===== config.mk =====
export PLATFORM = sky130hd
export DESIGN_NAME = ioctl_upload_reader_flat
export DESIGN_NICKNAME = d
export VERILOG_FILES = /design/src/rtl/ioctl_upload_reader_if.sv /design/src/rtl/ioctl_upload_reader.sv /design/src/flat_wrapper.sv
export SDC_FILE = /design/constraint.sdc
export NUM_CORES = 1
export LEC_CHECK = 0
export CAP_MARGIN = 10
export CORE_ASPECT_RATIO = 0.75
export CORE_MARGIN = 5
export CORE_UTILIZATION = 35
export DETAILED_ROUTE_END_ITERATION = 12
export PLACE_DENSITY = 0.63
export SLEW_MARGIN = 20
export SYNTH_ARGS = -nofsm -noshare
export SYNTH_HDL_FRONTEND = slang
export SYNTH_SLANG_ARGS = --single-unit

===== constraint.sdc =====
create_clock -name clk_sys -period 6.7 [get_ports clk_sys]
set_clock_uncertainty 0.15 [all_clocks]
set_input_delay 1.34 -clock clk_sys [delete_from_list [all_inputs] [get_ports clk_sys]]
set_output_delay 1.34 -clock clk_sys [all_outputs]
set_load 0.005 [all_outputs]

===== src/rtl/ioctl_upload_reader_if.sv =====
// ioctl_upload_reader_if
// Groups the data_io upload-side signals between data_io (master) and the
// upload reader (slave).
//   ioctl_upload  upload in progress (level)
//   ioctl_index   selected slot
//   ioctl_addr    byte address the next ioctl_rd will consume
//   ioctl_rd      1-cycle strobe: data_io has taken ioctl_din
//   ioctl_din     byte presented back to data_io
interface ioctl_upload_reader_if;
    logic        ioctl_upload;
    logic [7:0]  ioctl_index;
    logic [24:0] ioctl_addr;
    logic        ioctl_rd;
    logic [7:0]  ioctl_din;

    modport master (output ioctl_upload, ioctl_index, ioctl_addr, ioctl_rd,
                    input  ioctl_din);
    modport slave  (input  ioctl_upload, ioctl_index, ioctl_addr, ioctl_rd,
                    output ioctl_din);
endinterface


===== src/rtl/ioctl_upload_reader.sv =====
// ioctl_upload_reader
// Serves HPS read-back of core memory (NVRAM/hiscore) over the data_io upload
// path. Freezes the core with pause_req, waits for it to drain, then prefetches
// one byte at a time from core RAM so ioctl_din is ready before each ioctl_rd.
// Ports:
//   clk_sys, res_n  clock, synchronous active-low reset
//   io              data_io upload bus (slave side)
//   pause_req       core freeze request
//   mem_addr/mem_rd core RAM read address and 1-cycle read strobe
//   mem_q           core RAM data, valid READ_LAT cycles after mem_rd
//   busy            FSM not idle
//   overrun         sticky: ioctl_rd arrived while no byte was ready
//   checksum        XOR of bytes delivered this upload
module ioctl_upload_reader #(
    parameter logic [7:0] UPL_INDEX  = 8'h02,
    parameter int         AW         = 10,
    parameter int         READ_LAT   = 2,
    parameter int         PAUSE_WAIT = 255,
    parameter logic [7:0] FILL       = 8'hFF
) (
    input  logic                  clk_sys,
    input  logic                  res_n,
    ioctl_upload_reader_if.slave  io,
    output logic                  pause_req,
    output logic [AW-1:0]         mem_addr,
    output logic                  mem_rd,
    input  logic [7:0]            mem_q,
    output logic                  busy,
    output logic                  overrun,
    output logic [7:0]            checksum
);
    // Counter is shared by the pause wait and the read-latency wait.
    localparam int CW = $clog2(PAUSE_WAIT + READ_LAT + 2);

    typedef enum logic [2:0] {S_IDLE, S_PAUSE, S_FETCH, S_READY, S_RELEASE} state_t;

    state_t          state_q, state_d;
    logic            active_q, active_d;
    logic [24:0]     addr_q, addr_d;
    logic [CW-1:0]   cnt_q, cnt_d;
    logic            issued_q, issued_d;
    logic [7:0]      din_q, din_d;
    logic            pause_q, pause_d;
    logic [AW-1:0]   mem_addr_q, mem_addr_d;
    logic            mem_rd_q, mem_rd_d;
    logic            busy_q, busy_d;
    logic            overrun_q, overrun_d;
    logic [7:0]      csum_q, csum_d;

    logic act, in_range;

    // An index change while uploading deasserts act, so it is treated as a fall.
    assign act      = io.ioctl_upload && (io.ioctl_index == UPL_INDEX);
    // Addresses past the RAM span must never alias back into it.
    assign in_range = ((addr_q >> AW) == '0);

    always_comb begin
        state_d    = state_q;
        active_d   = act;
        addr_d     = addr_q;
        cnt_d      = cnt_q;
        issued_d   = issued_q;
        din_d      = din_q;
        mem_addr_d = mem_addr_q;
        mem_rd_d   = 1'b0;
        overrun_d  = overrun_q;
        csum_d     = csum_q;

        // A strobe with no byte ready is dropped and flagged.
        if (io.ioctl_rd && (state_q == S_PAUSE || state_q == S_FETCH))
            overrun_d = 1'b1;

        unique case (state_q)
            S_IDLE: begin
                if (act && !active_q) begin
                    state_d   = S_PAUSE;
                    overrun_d = 1'b0;
                    csum_d    = 8'h00;
                    cnt_d     = '0;
                end
            end
            S_PAUSE: begin
                if (!act) begin
                    state_d = S_RELEASE;
                end else if (cnt_q + CW'(1) >= CW'(PAUSE_WAIT)) begin
                    state_d  = S_FETCH;
                    addr_d   = io.ioctl_addr;
                    issued_d = 1'b0;
                end else begin
                    cnt_d = cnt_q + CW'(1);
                end
            end
            S_FETCH: begin
                if (!act) begin
                    // Drop any read in flight; its mem_q is never captured.
                    state_d  = S_RELEASE;
                    issued_d = 1'b0;
                end else if (!issued_q) begin
                    if (in_range) begin
                        mem_rd_d   = 1'b1;
                        mem_addr_d = addr_q[AW-1:0];
                        issued_d   = 1'b1;
                        cnt_d      = '0;
                    end else begin
                        din_d   = FILL;
                        state_d = S_READY;
                    end
                end else if (cnt_q == CW'(READ_LAT)) begin
                    // cnt_q is 0 in the cycle mem_rd is high, so this is the
                    // cycle mem_q becomes valid.
                    din_d    = mem_q;
                    issued_d = 1'b0;
                    state_d  = S_READY;
                end else begin
                    cnt_d = cnt_q + CW'(1);
                end
            end
            S_READY: begin
                // Checksum still takes a byte consumed in the same cycle as the fall.
                if (io.ioctl_rd) begin
                    csum_d = csum_q ^ din_q;
                    addr_d = addr_q + 25'd1;
                end
                if (!act) begin
                    state_d = S_RELEASE;
                end else if (io.ioctl_rd) begin
                    state_d  = S_FETCH;
                    issued_d = 1'b0;
                end
            end
            S_RELEASE: state_d = S_IDLE;
            default:   state_d = S_IDLE;
        endcase
    end

    // Status outputs are registered from the next state so they track state_q.
    assign busy_d  = (state_d != S_IDLE);
    assign pause_d = (state_d != S_IDLE) && (state_d != S_RELEASE);

    always_ff @(posedge clk_sys) begin
        if (!res_n) begin
            state_q    <= S_IDLE;
            active_q   <= 1'b0;
            addr_q     <= '0;
            cnt_q      <= '0;
            issued_q   <= 1'b0;
            din_q      <= 8'h00;
            pause_q    <= 1'b0;
            mem_addr_q <= '0;
            mem_rd_q   <= 1'b0;
            busy_q     <= 1'b0;
            overrun_q  <= 1'b0;
            csum_q     <= 8'h00;
        end else begin
            state_q    <= state_d;
            active_q   <= active_d;
            addr_q     <= addr_d;
            cnt_q      <= cnt_d;
            issued_q   <= issued_d;
            din_q      <= din_d;
            pause_q    <= pause_d;
            mem_addr_q <= mem_addr_d;
            mem_rd_q   <= mem_rd_d;
            busy_q     <= busy_d;
            overrun_q  <= overrun_d;
            csum_q     <= csum_d;
        end
    end

    assign io.ioctl_din = din_q;
    assign pause_req    = pause_q;
    assign mem_addr     = mem_addr_q;
    assign mem_rd       = mem_rd_q;
    assign busy         = busy_q;
    assign overrun      = overrun_q;
    assign checksum     = csum_q;
endmodule

===== src/flat_wrapper.sv =====
// flat-port wrapper written by rule: the top's interface ports become plain ports
module ioctl_upload_reader_flat 
#(
    parameter logic [7:0] UPL_INDEX  = 8'h02,
    parameter int         AW         = 10,
    parameter int         READ_LAT   = 2,
    parameter int         PAUSE_WAIT = 255,
    parameter logic [7:0] FILL       = 8'hFF
)
  (clk_sys, res_n, pause_req, mem_addr, mem_rd, mem_q, busy, overrun, checksum, io_ioctl_upload, io_ioctl_index, io_ioctl_addr, io_ioctl_rd, io_ioctl_din);
  ioctl_upload_reader_if io_i ();
  input  logic clk_sys;
  input  logic res_n;
  output logic pause_req;
  output logic [AW-1:0] mem_addr;
  output logic mem_rd;
  input  logic [7:0] mem_q;
  output logic busy;
  output logic overrun;
  output logic [7:0] checksum;
  input wire logic [$bits(io_i.ioctl_upload)-1:0] io_ioctl_upload;
  input wire logic [$bits(io_i.ioctl_index)-1:0] io_ioctl_index;
  input wire logic [$bits(io_i.ioctl_addr)-1:0] io_ioctl_addr;
  input wire logic [$bits(io_i.ioctl_rd)-1:0] io_ioctl_rd;
  output wire logic [$bits(io_i.ioctl_din)-1:0] io_ioctl_din;
  assign io_i.ioctl_upload = io_ioctl_upload;
  assign io_i.ioctl_index = io_ioctl_index;
  assign io_i.ioctl_addr = io_ioctl_addr;
  assign io_i.ioctl_rd = io_ioctl_rd;
  assign io_ioctl_din = io_i.ioctl_din;
  ioctl_upload_reader #(.UPL_INDEX(UPL_INDEX), .AW(AW), .READ_LAT(READ_LAT), .PAUSE_WAIT(PAUSE_WAIT), .FILL(FILL)) u_core (.clk_sys(clk_sys), .res_n(res_n), .io(io_i), .pause_req(pause_req), .mem_addr(mem_addr), .mem_rd(mem_rd), .mem_q(mem_q), .busy(busy), .overrun(overrun), .checksum(checksum));
endmodule

==> results.toml <==
[yosys]
ys_ff_latch = 69
synth_simple_gate_area_share_pct = 27.17
synth_edf_count = 0
yosys-top-cells-count = "70 x nor2_1, 69 x dfxtp_1, 45 x nand2_1, 37 x a21oi_1, 19 x clkbuf_1"
netlist_area_um2 = 3785
yosysTopAreaCell = "dfxtp_1"
synth_top_area_share_pct = 36.50
ys_types = 67
seq_area_frac_synth_pct = 36.50
synth_nets = 516
synth_compound_area_share_pct = 22.84
synth_xor_area_share_pct = 2.975
synth.area.mux_share_pct = 3.438
netlist_instances = 468
synth-main-ff-cell = "dfxtp_1"
synthArstFlopShare_pct = 0
synth_area_leaders = "dfxtp_1 36%, nor2_1 6.9%, a21oi_1 4.9%"
synth_top_family_by_area = "simple AND/OR/NAND/NOR gates"
synthAdderAreaFrac_pct = 0.9917
syn_avg_cell_area_um2 = 8.087
yosysMostFrequentCell = "nor2_1"
yosys_warnings = 0

[timing]
rsz0062_at_grt = "no"
relSlewSlack_pct = 48.33
layout_setup_ws_ps = 3023
setup_violations = 0
slew_violations = 0
final-hold-violation-count = 0
fmax_mhz = 271.9
whs_ps = 348.9
tns_ps = 0
min_period_ps = 3677
fin_crit_sh_pct = 54.88
worst_pin_slew_ps = 775.1

[routing]
first_iter_violations = 406
drt_first_pass_iters = 5
routed_via_density = 5.634
routedWlPerCell_um = 16.52
vias = 3741
drc = 0
postRouteWirelength_um = 10970
postRouteAntennaNets = 0

[critical_path]
path_max_fanout = 11
cp.arrival_ps = 3790
crit_required_ps = 6810
startpoint_type = "input pin"
r2r_slack_ps = 3870
critPathCaptureType = "flip-flop"
path_class = "input pin to flip-flop"

[die]
core_region_area_um2 = 10410
die_w_um = 130.1
io_pins = 75
die_area_um2 = 13020
die_h_um = 100.1
initial_utilization_pct = 36.36
num_rows = 32

[clocking]
cts_resized = 0
cts_setup_buffers = 0
clock_sink_count = 69
cts_tree = "yes"
clk_latency_ps = 330
clk_path_buf_depth = 2
cts_inserted_buffers = 9
clkTransAtPathRegs_ps = 70
ctsHoldBuffers = 0
cts-root-buf = "clkbuf_16"
h-tree-depth = 3

[finish]
drive_above_1_share_pct = 6.439
nets = 571
area_growth_pct = 28.93
diodes = 0

[global_routing]
grt_max_degree = 49
antenna_found_initial = 0
grt_pass1_wl_um = 18180
grt-ovfl-total = 0
grt_pass1_vias = 3714
gr-usage-all-layers_pct = 17.16

[power_and_ir_drop]
p_seq_share_pct = 41.9
powerDensity_nw_per_um2 = 200.5
switching_power_mw = 0.2096
power_mw = 0.9783
power_frac_comb_pct = 5.0
p_int_mw = 0.7687
ir_drop_mv = 0.1169
pwr-share-clk_pct = 53.0
switching_share_pct = 21.42
leakage_nw = 1.685

[placement]
gp_congestion = 0.8632
dp_hpwl_um = 7591
place_ws_ps = 2721
port_buffers = 74

[outcome]
outcome = "finished clean"

[hold_path]
hp-class = "flip-flop to flip-flop"

[run]
maxCapViolCount = 0
[cells by family after synthesis]
kind of cell    after synthesis
buf+inv                      47
mux                          13
flops                        69
xor+xnor                     12
compound gates              123
fa+ha+maj                     3
simple gates                201
[layout make-up]
class | instances | area [µm²]
Fill cell | 1040 | 5530
Timing Repair Buffer | 79 | 778.2
Inverter | 12 | 45.04
Tap cell | 136 | 170.2
Sequential cell | 69 | 1381
Clock inverter | 6 | 93.84
Clock buffer | 10 | 229.0
Multi-Input combinational cell | 352 | 2182
[worst max-delay path, stage by stage]
cell             delay (ps)
clkdlybuf4s50_1         440
nor4b_4                 380
nand3_2                 240
nand4b_1                280
or2_1                   400
or4_1                   550
a21oi_1                 140
[registers in the layout (all words and copies together) (netlist names)]
signal,flops
u_core.active_q,1
u_core.addr_q,25
u_core.busy,1
u_core.checksum,8
u_core.cnt_q,9
u_core.io.ioctl_din,8
u_core.issued_q,1
u_core.mem_addr,10
u_core.mem_rd,1
u_core.overrun,1
u_core.pause_req,1
u_core.state_q,3
[power by group through the flow]
stage	Sequential (mW)	Combinational, mW	Clock (mW)
6_report	0.410	0.0492	0.519
5_1_grt	0.410	0.0539	0.549
4_1_cts	0.410	0.0499	0.526
3_5_place_dp	0.419	0.0497	0
3_3_place_gp	0.419	0.0495	0
2_1_floorplan	0.419	0.0161	0
[worst paths after layout]
path	start	endpoint	cells past startpoint
max	io_ioctl_index[4]	u_core.cnt_q[1]	7
min	u_core.mem_addr[2]	u_core.mem_addr[2]	2
max reg2reg	u_core.cnt_q[0]	u_core.addr_q[23]	8
min reg2reg	u_core.mem_addr[2]	u_core.mem_addr[2]	2
[layer usage]
| layer | vias to the layer above | track usage (%) | part of all wire [%] |
|---|---|---|---|
| met5 | - | 0 | 0 |
| met4 | 0 | 4.473 | 1.0 |
| met3 | 11 | 4.787 | 6.5 |
| met2 | 130 | 26.20 | 45 |
| met1 | 1780 | 23.85 | 48 |
| li1 | 1820 | - | - |
[cells in the final DEF (no fill, tap or decap), drive strengths merged, types with 3 or more instances in the layout]
cell / n
buf: 5
a31oi: 9
nand4b: 3
o211ai: 6
nand3b: 4
nand4: 7
nand2b: 3
nor4: 7
a211oi: 4
nand3: 17
a41oi: 3
inv: 13
o31ai: 12
and3: 12
xor2: 11
clkbuf: 10
a311oi: 8
and4: 3
nor3b: 3
nor2: 70
nor3: 9
ha: 3
clkdlybuf4s50: 74
o221a: 7
dfxtp: 69
mux2i: 13
a21oi: 37
o41ai: 3
o21ai: 19
nand2: 45
[stage by stage]
stage | area (µm²) | std cells | utilization, %
after global placement | 4557 | 648 | 43.77
final | 4880 | 664 | 46.88
after CTS | 4880 | 664 | 46.88
after floorplan | 3785 | 468 | -
after global routing | 4880 | 664 | 46.88
after detailed placement | 4557 | 648 | 43.77
No activity file was read; power rests on OpenSTA's default activity.
